$ cat config.mk
export PLATFORM = sky130hd
export DESIGN_NAME = rvi_encoder
export DESIGN_NICKNAME = d
export VERILOG_FILES = /design/src/rtl/rvi_encoder.sv
export SDC_FILE = /design/constraint.sdc
export NUM_CORES = 1
export LEC_CHECK = 0
export ABC_CLOCK_PERIOD_IN_PS = 3800
export CORE_MARGIN = 2
export CORE_UTILIZATION = 50
export CTS_CLUSTER_DIAMETER = 150
export DETAILED_ROUTE_END_ITERATION = 7
export GPL_ROUTABILITY_DRIVEN = 1
export GPL_TIMING_DRIVEN = 0
export PLACE_DENSITY = 0.86
export SLEW_MARGIN = 20
export SYNTH_ARGS = -nofsm -noshare
export SYNTH_HDL_FRONTEND = slang
export SYNTH_SLANG_ARGS = --single-unit
$ cat constraint.sdc
create_clock -name clk -period 3.8 [get_ports clk]
set_clock_uncertainty 0.1 [all_clocks]
set_input_delay 0.38 -clock clk [delete_from_list [all_inputs] [get_ports clk]]
set_output_delay 0.38 -clock clk [all_outputs]
set_load 0.1 [all_outputs]
$ cat src/rtl/rvi_encoder.sv
// rvi_encoder: streaming RV32I instruction encoder feeding a small output FIFO.
// Define RVI_ENCODER_LI_EN to build the load-immediate (LUI/ADDI) expansion.
module rvi_encoder #(
  parameter int DEPTH = 2
) (
  input  logic        clk,
  input  logic        rst,
  input  logic        req_valid,
  output logic        req_ready,
  input  logic [6:0]  req_opcode,
  input  logic [9:0]  req_funct,
  input  logic        req_li,
  input  logic [4:0]  req_rd,
  input  logic [4:0]  req_rs1,
  input  logic [4:0]  req_rs2,
  input  logic [31:0] req_imm,
  output logic        ins_valid,
  input  logic        ins_ready,
  output logic [31:0] ins_data,
  output logic        ins_last,
  output logic        ins_error
);
  localparam int          AW       = $clog2(DEPTH);
  localparam logic [AW:0] FULL_CNT = (AW+1)'(DEPTH);

  localparam logic [6:0] OPC_LUI    = 7'b0110111;
  localparam logic [6:0] OPC_AUIPC  = 7'b0010111;
  localparam logic [6:0] OPC_JAL    = 7'b1101111;
  localparam logic [6:0] OPC_JALR   = 7'b1100111;
  localparam logic [6:0] OPC_BRANCH = 7'b1100011;
  localparam logic [6:0] OPC_LOAD   = 7'b0000011;
  localparam logic [6:0] OPC_STORE  = 7'b0100011;
  localparam logic [6:0] OPC_OP_IMM = 7'b0010011;
  localparam logic [6:0] OPC_OP     = 7'b0110011;
  localparam logic [6:0] F7_ALT     = 7'b0100000;

  typedef struct packed {
    logic        err;
    logic        last;
    logic [31:0] word;
  } entry_t;

  localparam entry_t ERR_ENTRY = '{err: 1'b1, last: 1'b1, word: 32'd0};

  function automatic logic fits_signed(input logic signed [31:0] v, input int bits);
    logic signed [31:0] t;
    t = (v <<< (32 - bits)) >>> (32 - bits);
    return t == v;
  endfunction

  function automatic entry_t encode(input logic [6:0] op, input logic [9:0] fn,
                                    input logic [4:0] rd, input logic [4:0] rs1,
                                    input logic [4:0] rs2, input logic signed [31:0] imm);
    entry_t     e;
    logic       ok;
    logic [2:0] f3;
    logic [6:0] f7;
    f3     = fn[2:0];
    f7     = fn[9:3];
    ok     = 1'b0;
    e.err  = 1'b0;
    e.last = 1'b1;
    e.word = 32'd0;
    case (op)
      OPC_LUI, OPC_AUIPC: begin
        ok     = (imm[11:0] == 12'd0);
        e.word = {imm[31:12], rd, op};
      end
      OPC_JAL: begin
        ok     = fits_signed(imm, 21) && !imm[0];
        e.word = {imm[20], imm[10:1], imm[11], imm[19:12], rd, op};
      end
      OPC_JALR: begin
        ok     = fits_signed(imm, 12);
        e.word = {imm[11:0], rs1, 3'b000, rd, op};
      end
      OPC_LOAD: begin
        ok     = fits_signed(imm, 12) && (f7 == 7'd0) && (f3 inside {3'd0, 3'd1, 3'd2, 3'd4, 3'd5});
        e.word = {imm[11:0], rs1, f3, rd, op};
      end
      OPC_OP_IMM: begin
        if (f3 == 3'b001 || f3 == 3'b101) begin
          // Shifts carry funct7 in imm[11:5] and the shamt in imm[4:0].
          ok     = ((f7 == 7'd0) || (f3 == 3'b101 && f7 == F7_ALT)) && (imm[31:5] == 27'd0);
          e.word = {f7, imm[4:0], rs1, f3, rd, op};
        end else begin
          ok     = (f7 == 7'd0) && fits_signed(imm, 12);
          e.word = {imm[11:0], rs1, f3, rd, op};
        end
      end
      OPC_STORE: begin
        ok     = fits_signed(imm, 12) && (f7 == 7'd0) && (f3 inside {3'd0, 3'd1, 3'd2});
        e.word = {imm[11:5], rs2, rs1, f3, imm[4:0], op};
      end
      OPC_BRANCH: begin
        ok     = fits_signed(imm, 13) && !imm[0] && (f7 == 7'd0) && !(f3 inside {3'd2, 3'd3});
        e.word = {imm[12], imm[10:5], rs2, rs1, f3, imm[4:1], imm[11], op};
      end
      OPC_OP: begin
        ok     = (f7 == 7'd0) || (f7 == F7_ALT && (f3 == 3'b000 || f3 == 3'b101));
        e.word = {f7, rs2, rs1, f3, rd, op};
      end
      default: ok = 1'b0;
    endcase
    if (!ok) begin
      e = ERR_ENTRY;
    end
    return e;
  endfunction

  logic signed [31:0] imm_s;
  logic               accept;
  logic               full;
  logic               pop;
  logic               li_busy;
  logic               push_en;
  entry_t             push_entry;
  entry_t             head;
  entry_t             mem_q [DEPTH];
  logic [AW-1:0]      wr_ptr_q, wr_ptr_d;
  logic [AW-1:0]      rd_ptr_q, rd_ptr_d;
  logic [AW:0]        cnt_q, cnt_d;

  assign imm_s     = req_imm;
  assign full      = (cnt_q == FULL_CNT);
  assign req_ready = !rst && !full && !li_busy;
  assign accept    = req_valid && req_ready;
  assign ins_valid = (cnt_q != '0);
  assign pop       = ins_valid && ins_ready;
  assign head      = mem_q[rd_ptr_q];
  assign ins_data  = ins_valid ? head.word : 32'd0;
  assign ins_last  = ins_valid && head.last;
  assign ins_error = ins_valid && head.err;

`ifdef RVI_ENCODER_LI_EN
  typedef enum logic {S_IDLE, S_LI_LO} state_e;

  state_e      state_q, state_d;
  logic [31:0] pend_q, pend_d;
  logic [19:0] li_hi;
  logic [11:0] li_lo;
  logic        li_short;
  logic        li_two;
  logic [31:0] li_addi;
  entry_t      li_first;

  assign li_busy = (state_q == S_LI_LO);

  // hi absorbs the sign of lo so that LUI + sign-extended ADDI rebuilds imm.
  always_comb begin
    li_short = fits_signed(imm_s, 12);
    li_lo    = req_imm[11:0];
    li_hi    = req_imm[31:12] + {19'd0, req_imm[11]};
    li_two   = !li_short && (li_lo != 12'd0);
    li_addi  = {li_lo, req_rd, 3'b000, req_rd, OPC_OP_IMM};
    if (li_short) begin
      li_first = '{err: 1'b0, last: 1'b1, word: {li_lo, 5'd0, 3'b000, req_rd, OPC_OP_IMM}};
    end else begin
      li_first = '{err: 1'b0, last: !li_two, word: {li_hi, req_rd, OPC_LUI}};
    end
  end
`else
  assign li_busy = 1'b0;
`endif

  always_comb begin
    push_en    = 1'b0;
    push_entry = encode(req_opcode, req_funct, req_rd, req_rs1, req_rs2, imm_s);
`ifdef RVI_ENCODER_LI_EN
    state_d = state_q;
    pend_d  = pend_q;
    if (state_q == S_LI_LO) begin
      push_entry = '{err: 1'b0, last: 1'b1, word: pend_q};
      if (!full) begin
        push_en = 1'b1;
        state_d = S_IDLE;
      end
    end else if (accept) begin
      push_en = 1'b1;
      if (req_li) begin
        push_entry = li_first;
        if (li_two) begin
          state_d = S_LI_LO;
          pend_d  = li_addi;
        end
      end
    end
`else
    if (accept) begin
      push_en = 1'b1;
      if (req_li) begin
        push_entry = ERR_ENTRY;
      end
    end
`endif
  end

  // Pushes are only issued while not full, so a full FIFO never pops through.
  always_comb begin
    wr_ptr_d = wr_ptr_q;
    rd_ptr_d = rd_ptr_q;
    cnt_d    = cnt_q;
    if (push_en) wr_ptr_d = wr_ptr_q + AW'(1);
    if (pop)     rd_ptr_d = rd_ptr_q + AW'(1);
    case ({push_en, pop})
      2'b10:   cnt_d = cnt_q + (AW+1)'(1);
      2'b01:   cnt_d = cnt_q - (AW+1)'(1);
      default: cnt_d = cnt_q;
    endcase
  end

  always_ff @(posedge clk) begin
    if (rst) begin
      wr_ptr_q <= '0;
      rd_ptr_q <= '0;
      cnt_q    <= '0;
`ifdef RVI_ENCODER_LI_EN
      state_q  <= S_IDLE;
`endif
    end else begin
      wr_ptr_q <= wr_ptr_d;
      rd_ptr_q <= rd_ptr_d;
      cnt_q    <= cnt_d;
`ifdef RVI_ENCODER_LI_EN
      state_q  <= state_d;
`endif
    end
  end

  always_ff @(posedge clk) begin
    if (push_en) begin
      mem_q[wr_ptr_q] <= push_entry;
    end
`ifdef RVI_ENCODER_LI_EN
    pend_q <= pend_d;
`endif
  end

endmodule

==> results by group, run 1 <==
CTS
  • TritonCTS clock tree: yes
  • Root Driver: clkbuf_8
  • Clk_lat worst skew: 0.35 ns
  • Post-CTS Hold Fix Bufs: 0
  • CTS Sinks: 71
  • Worst-path clk slew: 0.08 ns
  • Postcts setup bufs: 0
  • CTS max path bufs: 2
  • Gates resized, CTS repair: 0
  • CTS buffer count: 9
  • H-tree depth: 3

Synthesis
  • Mapped Nets: 408
  • Distinct cell type count after synthesis: 50
  • Cell count after synthesis: between 300 and 400
  • Synth Cell Area: 3910 sq um
  • Yosys top cell by area: edfxtp_1
  • EDFF count, synth: 66
  • #FFs+latches synth: 71
  • Count leader, synth: edfxtp_1
  • Post-Syn Area per Cell: about 12 sq um
  • Synth warn: 0
  • Synth Flop Type: edfxtp_1
  • Top cell type's share of synthesized area: 50.69%
  • Async SR Flop Fraction: 0%
  • Post-synthesis sequential area ratio: 53.25%
  • Synth top cells by count: edfxtp_1, nor2_1, mux2i_1, nor3_2, clkbuf_1
  • Synth top area cells: edfxtp_1, mux2i_1, nor3_2, nor2_1, a222oi_1

Placed design
  • Placement Cell Area: 5127 sq um
  • Final HPWL DP: 8095 um
  • Gp weighted congestion: just under 0.9
  • PortBufs: around 100

Layout
  • Layout cells sized above 1: around an eighth
  • ANT cells: 0
  • Synth-to-layout area growth: 36.13%
  • Final Instance Area: 5323 sq um
  • Fin nets: ~530

Setup path
  • Critical path arrival: 3.07 ns
  • CP Launch Type: flop
  • Critical Path RT: 3.32 ns
  • Crit-path slowest cell: clkdlybuf4s50_1
  • CP peak stage delay: between 1 and 1.5 ns
  • Setup CP Type: reg2out
  • Reg2reg path depth: 6
  • Flop2flop setup slack: ~1.5 ns
  • Worst path cell trace: clkbuf_1 -> clkbuf_1 -> mux2i_1 -> nor2_1 -> clkdlybuf4s50_1
  • Crit Path Max Fanout: 10
  • Critical Path Sink Type: output pin
  • CP most frequent cell: clkbuf_1

Detailed routing
  • Starting DRC count in detailed routing: 273
  • First-pass detailed-route iteration total: 5
  • Detailed Route WL: 10530 um
  • DRT antenna net count: 0
  • Routed via count: 3318
  • # DRC: 0
  • Wire per inst: 18.76 um
  • Drt via density: 5.914

Timing
  • Fin crit period: 3.549 ns
  • Tcrit/Tclk final: 93.40%
  • Final setup viols: 0
  • Slew Viols, Final: 0
  • Final TNS setup: 0 ns
  • FMAX: 281.7 MHz
  • RSZ-0062 raised after global routing: false
  • Tightest Pin Transition: 0.9971 ns
  • Slew margin rel.: about a third
  • Hold Fails Final Rpt: 0

Hold path
  • Hold Path Depth: 2
  • Hold Crit Class: reg2reg

Global route
  • Vias in the first global route: 3307
  • Total Routing Usage GR: 24.92%
  • First-pass GRT wire length: 16220 um
  • Largest net degree at the start of global routing: 25
  • Initial antenna violation count: 0
  • Total global routing overflow: 0

Floorplan
  • I/O Pins: 105
  • Die Span X: 92.43 um
  • Initial core utilization: 51.13%
  • Core area: approximately 7600 sq um
  • Die Footprint: 8543 sq um
  • Height of the die: 92.43 um
  • Row count: 32

Status
  • Status: completed

Power
  • Peak VDD IR: 301.8 uV
  • PD cells: 627.0 nW/um^2
  • Total power draw: 3.337 mW
  • Pleak: 1.571 nW

Run
  • Max-Cap Viols: 0
-- stage by stage --
step | utilization (%) | instances | hold WS (ns) | setup WS, ns
2_1_floorplan | - | 337 | 0.3491 | 0.02242
3_3_place_gp | 66.44 | 543 | 0.3819 | -0.0002602
3_5_place_dp | 67.05 | 545 | 0.4090 | 0.01774
4_1_cts | 69.52 | 561 | 0.4197 | 0.2251
5_1_grt | 69.60 | 561 | 0.4405 | 0.09475
6_report | 69.60 | 561 | 0.4228 | 0.2507
-- per-layer routing --
metal  GRT usage (%)  wire length (um)
met1           30.61              4246
met2           42.27              5308
met3           5.289               643
met5               0                 0
met4           11.07               328
-- logic make-up (layout without fill, tap and decap cells) --
| kind of cell | after synthesis | in the layout | share of synthesized area [%] |
|---|---|---|---|
| flops | 71 | 71 | 53.25 |
| simple gates | 143 | 143 | 21.22 |
| buf+inv | 25 | 147 | 3.072 |
| fa+ha+maj | 2 | 2 | 0.6399 |
| xor+xnor | 5 | 5 | 1.120 |
| compound gates | 57 | 57 | 11.97 |
| mux | 34 | 34 | 8.736 |
-- cell usage in the layout, fill, tap and decap left out, types with 7 or more instances in the layout --
cell type / netlist / final
nand4_1: 9 / 9
nand3_1: 8 / 8
nand2_1: 12 / 12
mux2i_1: 33 / 33
a222oi_1: 11 / 11
clkbuf_1: 14 / 15
a22oi_1: 13 / 13
clkdlybuf4s50_1: 0 / 104
nor3_2: 26 / 26
nor2_1: 52 / 51
a21oi_1: 8 / 8
edfxtp_1: 66 / 66
nor3_1: 7 / 7
clkbuf_8: 0 / 9
nor4_1: 9 / 8
-- cell type report --
cell class	instances	area, sq um
inverter	7	26.28
fill	564	2325
timing repair buffer	106	1081
multi-input combinational	241	1723
clock inverter	6	61.31
buffer	18	93.84
clock buffer	10	127.6
tap	102	127.6
sequential	71	2082
-- critical path, delay by kind of cell (launching register included) --
kind	cells	cell delay, ns
buf+inv	3	2.09
mux	1	0.17
flops	1	0.31
simple gates	1	0.15
-- worst paths after layout --
| kind | start | endpoint |
|---|---|---|
| worst max register to register | cnt_q[0]$_SDFFE_PP0P_ | mem_q[1][13]$_DFFE_PP_ |
| worst min register to register | cnt_q[1]$_SDFFE_PP0P_ | cnt_q[1]$_SDFFE_PP0P_ |
| worst min-delay path | cnt_q[1]$_SDFFE_PP0P_ | cnt_q[1]$_SDFFE_PP0P_ |
| worst max-delay path | flop | ins_data[22] |
-- report_power, final --
part           internal (mW)  total, mW  switching (mW)
Combinational          0.454       1.81            1.35
Sequential             0.914      0.936          0.0227
Clock                  0.301      0.593           0.292
Total                   1.67       3.34            1.67
-- flip-flops by register name, summed over array words and instances (netlist names), named ones only --
name      cells
mem_q        66
wr_ptr_q      1
rd_ptr_q      1
cnt_q         2
(Power assumes the default switching activity.)
==> run 2, diff against run 1 <==
--- a/config.mk
+++ b/config.mk
@@ -8,7 +8,7 @@
 export ABC_CLOCK_PERIOD_IN_PS = 3800
 export CORE_MARGIN = 2
 export CORE_UTILIZATION = 50
-export CTS_CLUSTER_DIAMETER = 150
+export CTS_CLUSTER_DIAMETER = 100
 export DETAILED_ROUTE_END_ITERATION = 7
 export GPL_ROUTABILITY_DRIVEN = 1
 export GPL_TIMING_DRIVEN = 0
==> results of run 2 <==
Final layout, timing and power as in run 1 (identical DEF).
